==> config.mk <==
export PLATFORM = sky130hd
export DESIGN_NAME = key_event
export DESIGN_NICKNAME = d
export VERILOG_FILES = /design/src/rtl/key_event.sv
export SDC_FILE = /design/constraint.sdc
export NUM_CORES = 1
export LEC_CHECK = 0
export ABC_CLOCK_PERIOD_IN_PS = 3700
export BUFFER_PORTS_ARGS = -buffer_cell sky130_fd_sc_hd__buf_2
export CORE_MARGIN = 2
export CORE_UTILIZATION = 55
export CTS_CLUSTER_SIZE = 28
export DETAILED_ROUTE_END_ITERATION = 10
export GPL_TIMING_DRIVEN = 0
export PLACE_DENSITY = 0.76
export SYNTH_ARGS = -nofsm -noshare
export SYNTH_HDL_FRONTEND = slang
export SYNTH_SLANG_ARGS = --single-unit
==> constraint.sdc <==
create_clock -name clk50M -period 3.7 [get_ports clk50M]
set_input_delay 0.555 -clock clk50M [delete_from_list [all_inputs] [get_ports clk50M]]
set_output_delay 0.555 -clock clk50M [all_outputs]
set_load 0.02 [all_outputs]
==> src/rtl/key_event.sv <==
// Turns four debounced active-low key levels into registered single-cycle
// press / release / long / repeat events plus a held level, one FSM per key.
`timescale 1ns/1ps
module key_event #(
  parameter int LONG_CYCLES   = 25000000,
  parameter int REPEAT_CYCLES = 5000000,
  parameter bit REPEAT_EN     = 1'b1,
  parameter int CNT_W         = 26
) (
  input  logic       clk50M,
  input  logic       rst_n,
  input  logic [3:0] keys_n,
  output logic [3:0] press,
  output logic [3:0] rel,     // release event; 'release' is a reserved word
  output logic [3:0] long,
  output logic [3:0] rpt,
  output logic [3:0] held
);

  localparam logic [CNT_W-1:0] LONG_TERM = CNT_W'(LONG_CYCLES - 1);
  localparam logic [CNT_W-1:0] RPT_TERM  = CNT_W'(REPEAT_CYCLES - 1);
  localparam logic [CNT_W-1:0] CNT_ONE   = CNT_W'(1);

  typedef enum logic [1:0] {
    IDLE     = 2'd0,
    PRESSED  = 2'd1,
    LONGHELD = 2'd2
  } state_t;

  genvar gi;
  generate
    for (gi = 0; gi < 4; gi++) begin : g_key
      state_t           state_q, state_d;
      logic [CNT_W-1:0] cnt_q, cnt_d;
      logic             press_q, press_d;
      logic             rel_q, rel_d;
      logic             long_q, long_d;
      logic             rpt_q, rpt_d;
      logic             held_q, held_d;

      always_comb begin
        state_d = state_q;
        cnt_d   = cnt_q;
        press_d = 1'b0;
        rel_d   = 1'b0;
        long_d  = 1'b0;
        rpt_d   = 1'b0;
        held_d  = held_q;
        case (state_q)
          IDLE: begin
            if (!keys_n[gi]) begin
              state_d = PRESSED;
              press_d = 1'b1;
              held_d  = 1'b1;
              cnt_d   = '0;
            end
          end
          PRESSED: begin
            // A release always beats a terminal count on the same edge.
            if (keys_n[gi]) begin
              state_d = IDLE;
              rel_d   = 1'b1;
              held_d  = 1'b0;
              cnt_d   = '0;
            end else if (cnt_q == LONG_TERM) begin
              state_d = LONGHELD;
              long_d  = 1'b1;
              cnt_d   = '0;
            end else begin
              cnt_d = cnt_q + CNT_ONE;
            end
          end
          LONGHELD: begin
            if (keys_n[gi]) begin
              state_d = IDLE;
              rel_d   = 1'b1;
              held_d  = 1'b0;
              cnt_d   = '0;
            end else if (REPEAT_EN) begin
              if (cnt_q == RPT_TERM) begin
                rpt_d = 1'b1;
                cnt_d = '0;
              end else begin
                cnt_d = cnt_q + CNT_ONE;
              end
            end else if (cnt_q != RPT_TERM) begin
              // Without auto-repeat the counter parks at terminal.
              cnt_d = cnt_q + CNT_ONE;
            end
          end
          default: begin
            state_d = IDLE;
            cnt_d   = '0;
            held_d  = 1'b0;
          end
        endcase
      end

      always_ff @(posedge clk50M or negedge rst_n) begin
        if (!rst_n) begin
          state_q <= IDLE;
          cnt_q   <= '0;
          press_q <= 1'b0;
          rel_q   <= 1'b0;
          long_q  <= 1'b0;
          rpt_q   <= 1'b0;
          held_q  <= 1'b0;
        end else begin
          state_q <= state_d;
          cnt_q   <= cnt_d;
          press_q <= press_d;
          rel_q   <= rel_d;
          long_q  <= long_d;
          rpt_q   <= rpt_d;
          held_q  <= held_d;
        end
      end

      assign press[gi] = press_q;
      assign rel[gi]   = rel_q;
      assign long[gi]  = long_q;
      assign rpt[gi]   = rpt_q;
      assign held[gi]  = held_q;
    end
  endgenerate

endmodule

# Word level (Yosys, flattened, before mapping)

Index checks and enable logic that the tools add are counted.

Register bits after elaboration: 132
Input port bits: 6
Output and inout port bits: 20
Logic and storage cells: 176

Add/sub/neg operators: 4
Equality and inequality tests: 32
Muxes and demuxes: 96
Reductions and logical operators: 16

Operators by type and width:

| kind                  | count |
|---|---|
| $mux 26               | 20 |
| $pmux 26 s3           | 4 |
| $add 26x1->26 const B | 4 |
| $eq 26x23->1 const B  | 4 |
| $eq 26x25->1 const B  | 4 |
| $mux 1                | 48 |
| $mux 2                | 16 |
| $pmux 2 s3            | 4 |
| $ne 2x2->1 const B    | 8 |
| $ne 3x3->1 const B    | 4 |
| $reduce_and 3->1      | 4 |
| $eq 2x1->1 const B    | 4 |
| $eq 2x2->1 const B    | 4 |
| $logic_not 2->1       | 4 |
| $ne 2x1->1 const B    | 4 |
| $pmux 1 s2            | 4 |
| $reduce_and 2->1      | 4 |
| $reduce_or 2->1       | 4 |

# Longest topological paths before layout

Gate-level depths: netlist of run 1.

Depth after elaboration: 4
Depth in mapped cells: 9
Mapped depth without buffers: 7

# Worst setup path before layout of run 1

No wires, ideal clock.

Path type: flip-flop to flip-flop
From: reg g_key[1].cnt_q[23]
To: reg g_key[1].cnt_q[0]
Setup time: 125 ps
Arrival time: 2487 ps
Data required time: 3575 ps
Slack: 1088 ps
Cell stages (with the launch flop): 8
Path buffers: 2
Clock period less this slack: 2612 ps
Cells stage by stage: dfrtp_1 -> or4b_1 -> or4_4 -> o41ai_4 -> a21oi_2 -> buf_6 -> buf_2 -> mux2_2

Word-level cells in the longest chain between the ends: 4
Elaborated cells on any way between the ends: 7
Those cells by class: eq/ne: 2; mux: 5

Ends and longest elaborated chain:

| what                                         | RTL line | source |
|---|---|---|
| start, declared                              | 34       | `logic [CNT_W-1:0] cnt_q, cnt_d;` |
| start signal, assigned                       | 110      | `cnt_q <= cnt_d;` |
| $eq 26x23->1 or $eq 26x25->1 (tied branches) | 80, 65   |  |
| $mux 26, on equally long branches            | 80, 65   |  |
| $mux 26, on equally long branches            | 74, 60   |  |
| $pmux 26 s3 (*)                              | 49       | `case (state_q)` |

Mark *: on every way between the ends. The rest lies on a longest branch, timed or not.
A chain may end at the register's enable or synchronous reset.

# Worst setup path after layout of run 1

From: reg g_key[2].cnt_q[16]
To: reg g_key[2].cnt_q[23]

Word-level cells in the longest chain between the ends: 4
Elaborated cells on any way between the ends: 8
Those cells by class: add/sub: 1; eq/ne: 2; mux: 5

Ends and longest elaborated chain:

| what                                  | RTL line |
|---|---|
| start, declared                       | 34 |
| start signal, assigned                | 110 |
| $add 26x1->26 (tied with other cells) | - |
| $mux 26, on equally long branches     | 80, 65 |
| $mux 26, on equally long branches     | 74, 60 |
| $pmux 26 s3 (*)                       | 49 |

Marked as above.

==> metrics.md, run 1 <==
| Metric | Value |
|---|---|
| Outcome | `completed` |
| First-pass DRT Iterations | `6` |
| Drt drc | `0` |
| 1st-iter DRT viols | `approximately 600` |
| Die area | `around 14000 um^2` |
| Layout area overhead | `14.2%` |
| IO Port Bufs | `21` |
| Critical path class | `register to register` |
| Crit path launch type | `register` |
| Yosys warnings | `0` |
| Root buffer cell | `clkbuf_16` |
| Storage cell area | `between 3000 and 4000 um^2` |
| #FFs+latches synth | `132` |
| Async SR Flop Fraction | `between 90% and 100%` |
| Slew @ Worst Pin | `roughly 0.67 ns` |
| Setup TNS | `0 ns` |
| Post-CTS sizing | `0` |
| Core box area | `roughly 13000 um^2` |
| Area contributors post-synth | `dfrtp_1 (45%), a31oi_1 (5.9%), nand2_1 (4.2%)` |
| RSZ-0062 raised after global routing | `false` |
| Pwr Density | `approximately 540 nW/um^2` |
| Routed length per instance | `about 16 um` |
| FILL cells | `1052` |
| Post-DP Area | `7760 um^2` |
| R2R depth | `9` |
| Initial Utilization | `about 56%` |
| Endpoint type of the worst setup path | `register` |
| CTS Buf Count | `17` |
| Critical Path AT | `3.32 ns` |
| Leading area contributor after synthesis | `dfrtp_1` |
| Part of the power in combinational logic | `22.0%` |
| Most frequent cells in the layout | `dfrtp_1 (132), nand2_1 (83), a31oi_1 (70), a21oi_1 (59), nand3_1 (54)` |
| H-tree levels | `4` |
| Worst skew pair latency | `approximately 0.43 ns` |
| Mapped Avg Cell Area | `about 9.0 um^2` |
| Setup violators final | `0` |
| Die height | `roughly 120 um` |
| Top cell type's share of synthesized area | `between 40% and 50%` |
| Number of global-route vias before repair | `approximately 6300` |
| EDFF count, synth | `0` |
| Net Sw Frac | `28.9%` |
| Synth Flop Type | `dfrtp_1` |
| Vias | `~6600` |
| Fmax | `roughly 0.33 GHz` |
| Clock transition at the registers of the reported paths | `0.06 ns` |
| Final WL | `roughly 17000 um` |
| Final worst-path cycle share | `~82%` |
| Postcts setup bufs | `0` |
| Critical-path maximum fanout | `10` |
| Crit path time final | `3.04 ns` |
| Top Ports | `26` |
| Design area | `approximately 8500 um^2` |
| Nets | `between 800 and 900` |
| DR vias/cell | `between 6 and 7` |
| Largest net degree at the start of global routing | `68` |
| Post-synth cell types | `55` |
| Multi-input gate area | `between 3000 and 4000 um^2` |
| Layout cell share with drive strength beyond 1 | `roughly 10%` |
| Worst vdd ir | `between 0.3 and 0.4 mV` |
| Hold Crit Class | `primary input to async pin` |
| Slew HR | `between 50% and 60%` |
| Ant. Diodes | `0` |
| Initial antenna violation count | `0` |
| Post-CTS Hold Fix Bufs | `0` |
| Synth Instances | `826` |
| Bufs on Longest Clock Path | `2` |
| Clk sinks | `132` |
| Share of power burned in registers | `35.0%` |
| CP Data Required Time | `3.98 ns` |
| Max Cap Viol | `0` |
| Final GP Congestion | `0.924` |
| Endpoints failing hold | `0` |
| Clock power frac | `a little over two fifths` |
| Slew Viols, Final | `0` |
| GRT Overall Usage | `about a quarter` |
| Rows | `42` |
| Switching pwr | `between 1 and 1.5 mW` |
| Leak | `3.60 nW` |
| Sequential share of the synthesized area | `~45%` |
| Post-route ant nets | `0` |
| Area of the mapped netlist | `7400 um^2` |
| Final Skew | `around 0.005 ns` |
| P_int | `about 3.2 mW` |
| Most common cell after layout, fill and taps aside | `dfrtp_1` |
| First-pass GRT wire length | `about 29000 um` |
| Die X | `about 120 um` |
| Syn nets | `848` |
| Post-detail-place hpwl | `~11000 um` |
| Total grt overflow | `0` |
| CTS tree | `yes` |
power by group through the flow:
stage / Combinational (mW) / Sequential, mW / Clock (mW)
after detailed placement: 0.993 / 1.63 / 0
after global placement: 0.956 / 1.62 / 0
after global routing: 1.12 / 1.61 / 2.05
after CTS: 1.00 / 1.60 / 1.99
final: 1.01 / 1.60 / 1.96
after floorplan: 0.727 / 1.61 / 0
path summary, 6_finish.rpt:
kind                                       to  slack, ns                from
max                        g_key[2].cnt_q[23]       0.66  g_key[2].cnt_q[16]
min                        g_key[1].cnt_q[15]       0.12               rst_n
max reg2reg                g_key[2].cnt_q[23]       0.66  g_key[2].cnt_q[16]
min reg2reg                g_key[1].cnt_q[25]       0.49  g_key[1].cnt_q[25]
max in group asynchronous  g_key[1].cnt_q[19]       2.85               rst_n
min in group clk50M           g_key[3].long_q       0.48           keys_n[3]
cell type report:
type / count / area share [%]
inverter: 26 / 1.15
tap: 176 / 2.60
clock buffer: 24 / 5.93
buffer: 63 / 3.85
timing repair buffer: 22 / 1.64
sequential: 132 / 39.1
multi-input combinational: 605 / 43.5
clock inverter: 8 / 2.28
Yosys cell counts, types with 2 or more instances:
cell type / instances
a21o_1: 8
a21oi_1: 59
a221o_1: 7
a22o_1: 13
a31oi_1: 70
a41oi_1: 12
and2_1: 17
and3_1: 22
and4_1: 14
buf_1: 5
buf_2: 5
buf_4: 20
clkbuf_1: 32
dfrtp_1: 132
ha_1: 16
inv_1: 26
mux2_2: 3
mux2i_1: 11
nand2_1: 83
nand2b_1: 25
nand3_1: 54
nand4_1: 20
nor2_1: 35
nor2b_1: 5
nor3_1: 15
nor3b_1: 2
nor4_1: 16
nor4b_1: 3
nor4bb_1: 5
o21ai_0: 45
o22ai_1: 2
o2bb2ai_1: 2
o31a_1: 2
o31ai_1: 2
or2_2: 2
or3_1: 13
or3b_2: 2
or4_1: 4
through the flow:
| step | power [mW] | hold slack, ns | setup slack, ns | utilization, % | instances |
|---|---|---|---|---|---|
| finish | 4.57 | 0.115 | 0.663 | 64.1 | 1056 |
| global route | 4.79 | 0.177 | 0.473 | 64.1 | 1056 |
| CTS | 4.59 | 0.145 | 0.698 | 64.1 | 1056 |
| detailed placement | 2.62 | 0.479 | 0.704 | 58.9 | 1024 |
| global placement | 2.58 | 0.463 | 0.329 | 58.6 | 1023 |
| floorplan | 2.34 | 0.259 | 1.09 | - | 826 |
cell families after synthesis:
kind of cell             count (synthesis)  share of synthesized area [%]
AO/OA/AOI/OAI                          232                           19.9
XOR/XNOR                                 2                          0.237
adder cells (fa/ha/maj)                 16                           2.70
buffers and inverters                   89                           5.71
flip-flops                             132                           44.6
multiplexers                            14                           1.94
AND/OR/NAND/NOR                        341                           24.9
state kept, by name, indices dropped and copies added (netlist names):
| name | flops |
|---|---|
| g_key.long_q | 4 |
| g_key.press_q | 4 |
| g_key.rel_q | 4 |
| g_key.state_q | 8 |
| g_key.rpt_q | 4 |
| g_key.cnt_q | 104 |
| g_key.held_q | 4 |
per-layer routing:
metal	part of all wire [%]	up-vias	global-route usage, %
met5	0	-	0
met4	2.5	0	11.5
li1	-	3163	-
met1	44	3215	32.9
met3	4.8	37	5.04
met2	49	212	39.8
critical path, cell delays in order, from the launching register on:
cell	delay (ns)
dfrtp_1	0.36
clkbuf_1	0.20
or4_1	0.56
or4_1	0.50
o31ai_1	0.21
a21oi_1	0.16
clkbuf_1	0.30
buf_1	0.33
a21oi_1	0.21
a31oi_1	0.07
Note: power is estimated with default switching activity, not from simulation.
==> run 2, diff against run 1 <==
--- a/config.mk
+++ b/config.mk
@@ -5,7 +5,7 @@
 export SDC_FILE = /design/constraint.sdc
 export NUM_CORES = 1
 export LEC_CHECK = 0
-export ABC_CLOCK_PERIOD_IN_PS = 3700
+export ABC_CLOCK_PERIOD_IN_PS = 2900
 export BUFFER_PORTS_ARGS = -buffer_cell sky130_fd_sc_hd__buf_2
 export CORE_MARGIN = 2
 export CORE_UTILIZATION = 55
==> constraint.sdc (replaced) <==
create_clock -name clk50M -period 2.9 [get_ports clk50M]
set_input_delay 0.435 -clock clk50M [delete_from_list [all_inputs] [get_ports clk50M]]
set_output_delay 0.435 -clock clk50M [all_outputs]
set_load 0.02 [all_outputs]
==> metrics.md, run 2 (same netlist as run 1, synthesis figures left out) <==
| Metric | Value |
|---|---|
| Drt drc | `0 (unchanged)` |
| Critical-path maximum fanout | `10 (unchanged)` |
| Clock transition at the registers of the reported paths | `0.06 ns (about the same)` |
| R2R depth | `7 (-2)` |
| Design area | `8470 um^2 (+0.12%)` |
| Final worst-path cycle share | `97.0% (+15 points)` |
| Pwr Density | `692 nW/um^2 (+28%)` |
| Pre-CTS WS | `-0.0960 ns (-0.800 ns)` |
| Worst skew pair latency | `0.43 ns (about the same)` |
| Crit path time final | `2.81 ns (-0.224 ns)` |
| Total grt overflow | `0 (unchanged)` |
| Nets | `888 (-0.11%)` |
| First-pass GRT wire length | `29300 um (about the same)` |
| Reg-to-reg slack, setup | `0.09 ns (-0.58 ns)` |
| Critical path class | `register to register` |
| Worst vdd ir | `0.482 mV (+28%)` |
| Die X | `120 um (unchanged)` |
| 1st-iter DRT viols | `675 (+12%)` |
| Routed length per instance | `16.4 um (+0.29%)` |
| Most common cell after layout, fill and taps aside | `dfrtp_1` |
| CTS tree | `yes` |
| Final Skew | `0.0109 ns (+0.00591 ns)` |
| Rows | `42 (unchanged)` |
| Die height | `120 um (unchanged)` |
| R2R Path End | `g_key[1].cnt_q[0]` |
| Layout cell share with drive strength beyond 1 | `10.7% (+0.69 points)` |
| CP Data Required Time | `3.21 ns (-0.77 ns)` |
| Final WL | `17300 um (+0.20%)` |
| Layout area overhead | `14.4%` |
| Critical R2R Launch | `g_key[1].cnt_q[23]` |
| Crit path launch type | `register` |
| Max reg flops | `104 (unchanged)` |
| Post-detail-place hpwl | `11300 um (unchanged)` |
| Post-DP Area | `7760 um^2 (unchanged)` |
| Max Cap Viol | `0 (unchanged)` |
| Post-route ant nets | `0 (unchanged)` |
| Vias | `6670 (+0.65%)` |
| Outcome | `finished, violations left` |
| Slew HR | `54.1% (-0.88 points)` |
| Root buffer cell | `clkbuf_16` |
| DR vias/cell | `6.32 (+0.74%)` |
| Hold Slack | `-0.00232 ns (-0.117 ns)` |
| Top Ports | `26 (unchanged)` |
| RSZ-0062 raised after global routing | `false` |
| Hold Crit Class | `primary input to async pin` |
| Critical Path AT | `3.12 ns (-0.20 ns)` |
| Bufs on Longest Clock Path | `2 (unchanged)` |
| FILL cells | `1049 (-0.29%)` |
| Slew @ Worst Pin | `0.682 ns (+0.0131 ns)` |
| Leak | `3.62 nW (+0.51%)` |
| Endpoint type of the worst setup path | `register` |
| Postcts setup bufs | `0 (unchanged)` |
| H-tree levels | `4 (unchanged)` |
| Slew Viols, Final | `0 (unchanged)` |
| Endpoints failing hold | `1 (+1)` |
| Setup slack after layout | `0.0875 ns (-0.576 ns)` |
| Largest net degree at the start of global routing | `68 (unchanged)` |
| Setup violators final | `0 (unchanged)` |
| Final GP Congestion | `0.924 (unchanged)` |
| Largest registers | `g_key.cnt_q (104), g_key.state_q (8)` |
| Initial Utilization | `56.1% (unchanged)` |
| Failing checks | `negative hold slack` |
| First-pass DRT Iterations | `5 (-1)` |
| Design Power | `5.86 mW (+28%)` |
| Most frequent cells in the layout | `dfrtp_1 (132), nand2_1 (83), a31oi_1 (70), a21oi_1 (59), nand3_1 (54)` |
| Initial antenna violation count | `0 (unchanged)` |
| Number of global-route vias before repair | `6269 (-0.016%)` |
| Core box area | `13200 um^2 (unchanged)` |
| GRT Overall Usage | `25.0% (unchanged)` |
| Fmax | `0.356 GHz (+8.0%)` |
| IO Port Bufs | `21 (unchanged)` |
| Clk sinks | `132 (unchanged)` |
| Ant. Diodes | `0 (unchanged)` |
| CTS Buf Count | `17 (unchanged)` |
| Largest register by flop count | `g_key.cnt_q` |
| Die area | `14400 um^2 (unchanged)` |
## run 2: worst max-delay path by stage
stage / start / to / slack, ns / depth (start not counted)
floorplan: g_key[1].cnt_q[23] / g_key[1].cnt_q[0] / 0.29 / 7
global placement: rst_n / g_key[2].cnt_q[15] / -0.35 / 1
detailed placement: g_key[2].cnt_q[16] / g_key[2].cnt_q[23] / -0.1 / 9
CTS: g_key[2].cnt_q[16] / g_key[2].cnt_q[20] / 0.004 / 9
global route: g_key[1].cnt_q[23] / g_key[1].cnt_q[11] / 0.002 / 8
finish: g_key[1].cnt_q[23] / g_key[1].cnt_q[0] / 0.09 / 7
## run 2: cell type report
cell class / instances / area [um^2] / share of cell area [%]
multi-input combinational: 605 / 3680 / 43.5
sequential: 132 / 3300 / 39.0
clock buffer: 24 / 502 / 5.93
buffer: 62 / 330 / 3.90
tap: 176 / 220 / 2.60
clock inverter: 8 / 193 / 2.28
timing repair buffer: 22 / 139 / 1.64
inverter: 26 / 97.6 / 1.15
## run 2: metal layers
layer / global-route usage, % / up-vias / routed length, um
li1: - / 3152 / -
met1: 32.9 / 3236 / 7630
met2: 39.8 / 243 / 8360
met3: 5.04 / 39 / 899
met4: 11.5 / 0 / 425
met5: 0 / - / 0
## run 2: per-stage QoR
| step | cells | hold slack, ns | setup TNS (ns) | util, % |
|---|---|---|---|---|
| global route | 1055 | 0.0570 | 0 | 64.2 |
| finish | 1055 | -0.00232 | 0 | 64.2 |
| floorplan | 826 | 0.139 | 0 | - |
| detailed placement | 1024 | 0.470 | -0.355 | 58.9 |
| CTS | 1056 | 0.0247 | 0 | 64.1 |
| global placement | 1023 | 0.463 | -45.41 | 58.6 |
## run 2: worst max-delay path: stages, from the launching register on
cell and delay [ns]:
dfrtp_1 0.43, or4b_1 0.57, or4_4 0.53, o41ai_4 0.38, a21oi_2 0.15, buf_6 0.17, buf_2 0.19, mux2_2 0.28
## run 2: what timing repair did
item | in CTS | in global routing
hold buffers | 0 | 0
resized for setup | 2 | 9
pin swaps | 0 | 1
endpoints found under the setup margin | 10 | 52
## run 2: report_power, final
group	switching, mW	internal [mW]
clock network	0.797	1.73
logic	0.824	0.467
registers	0.0846	1.96
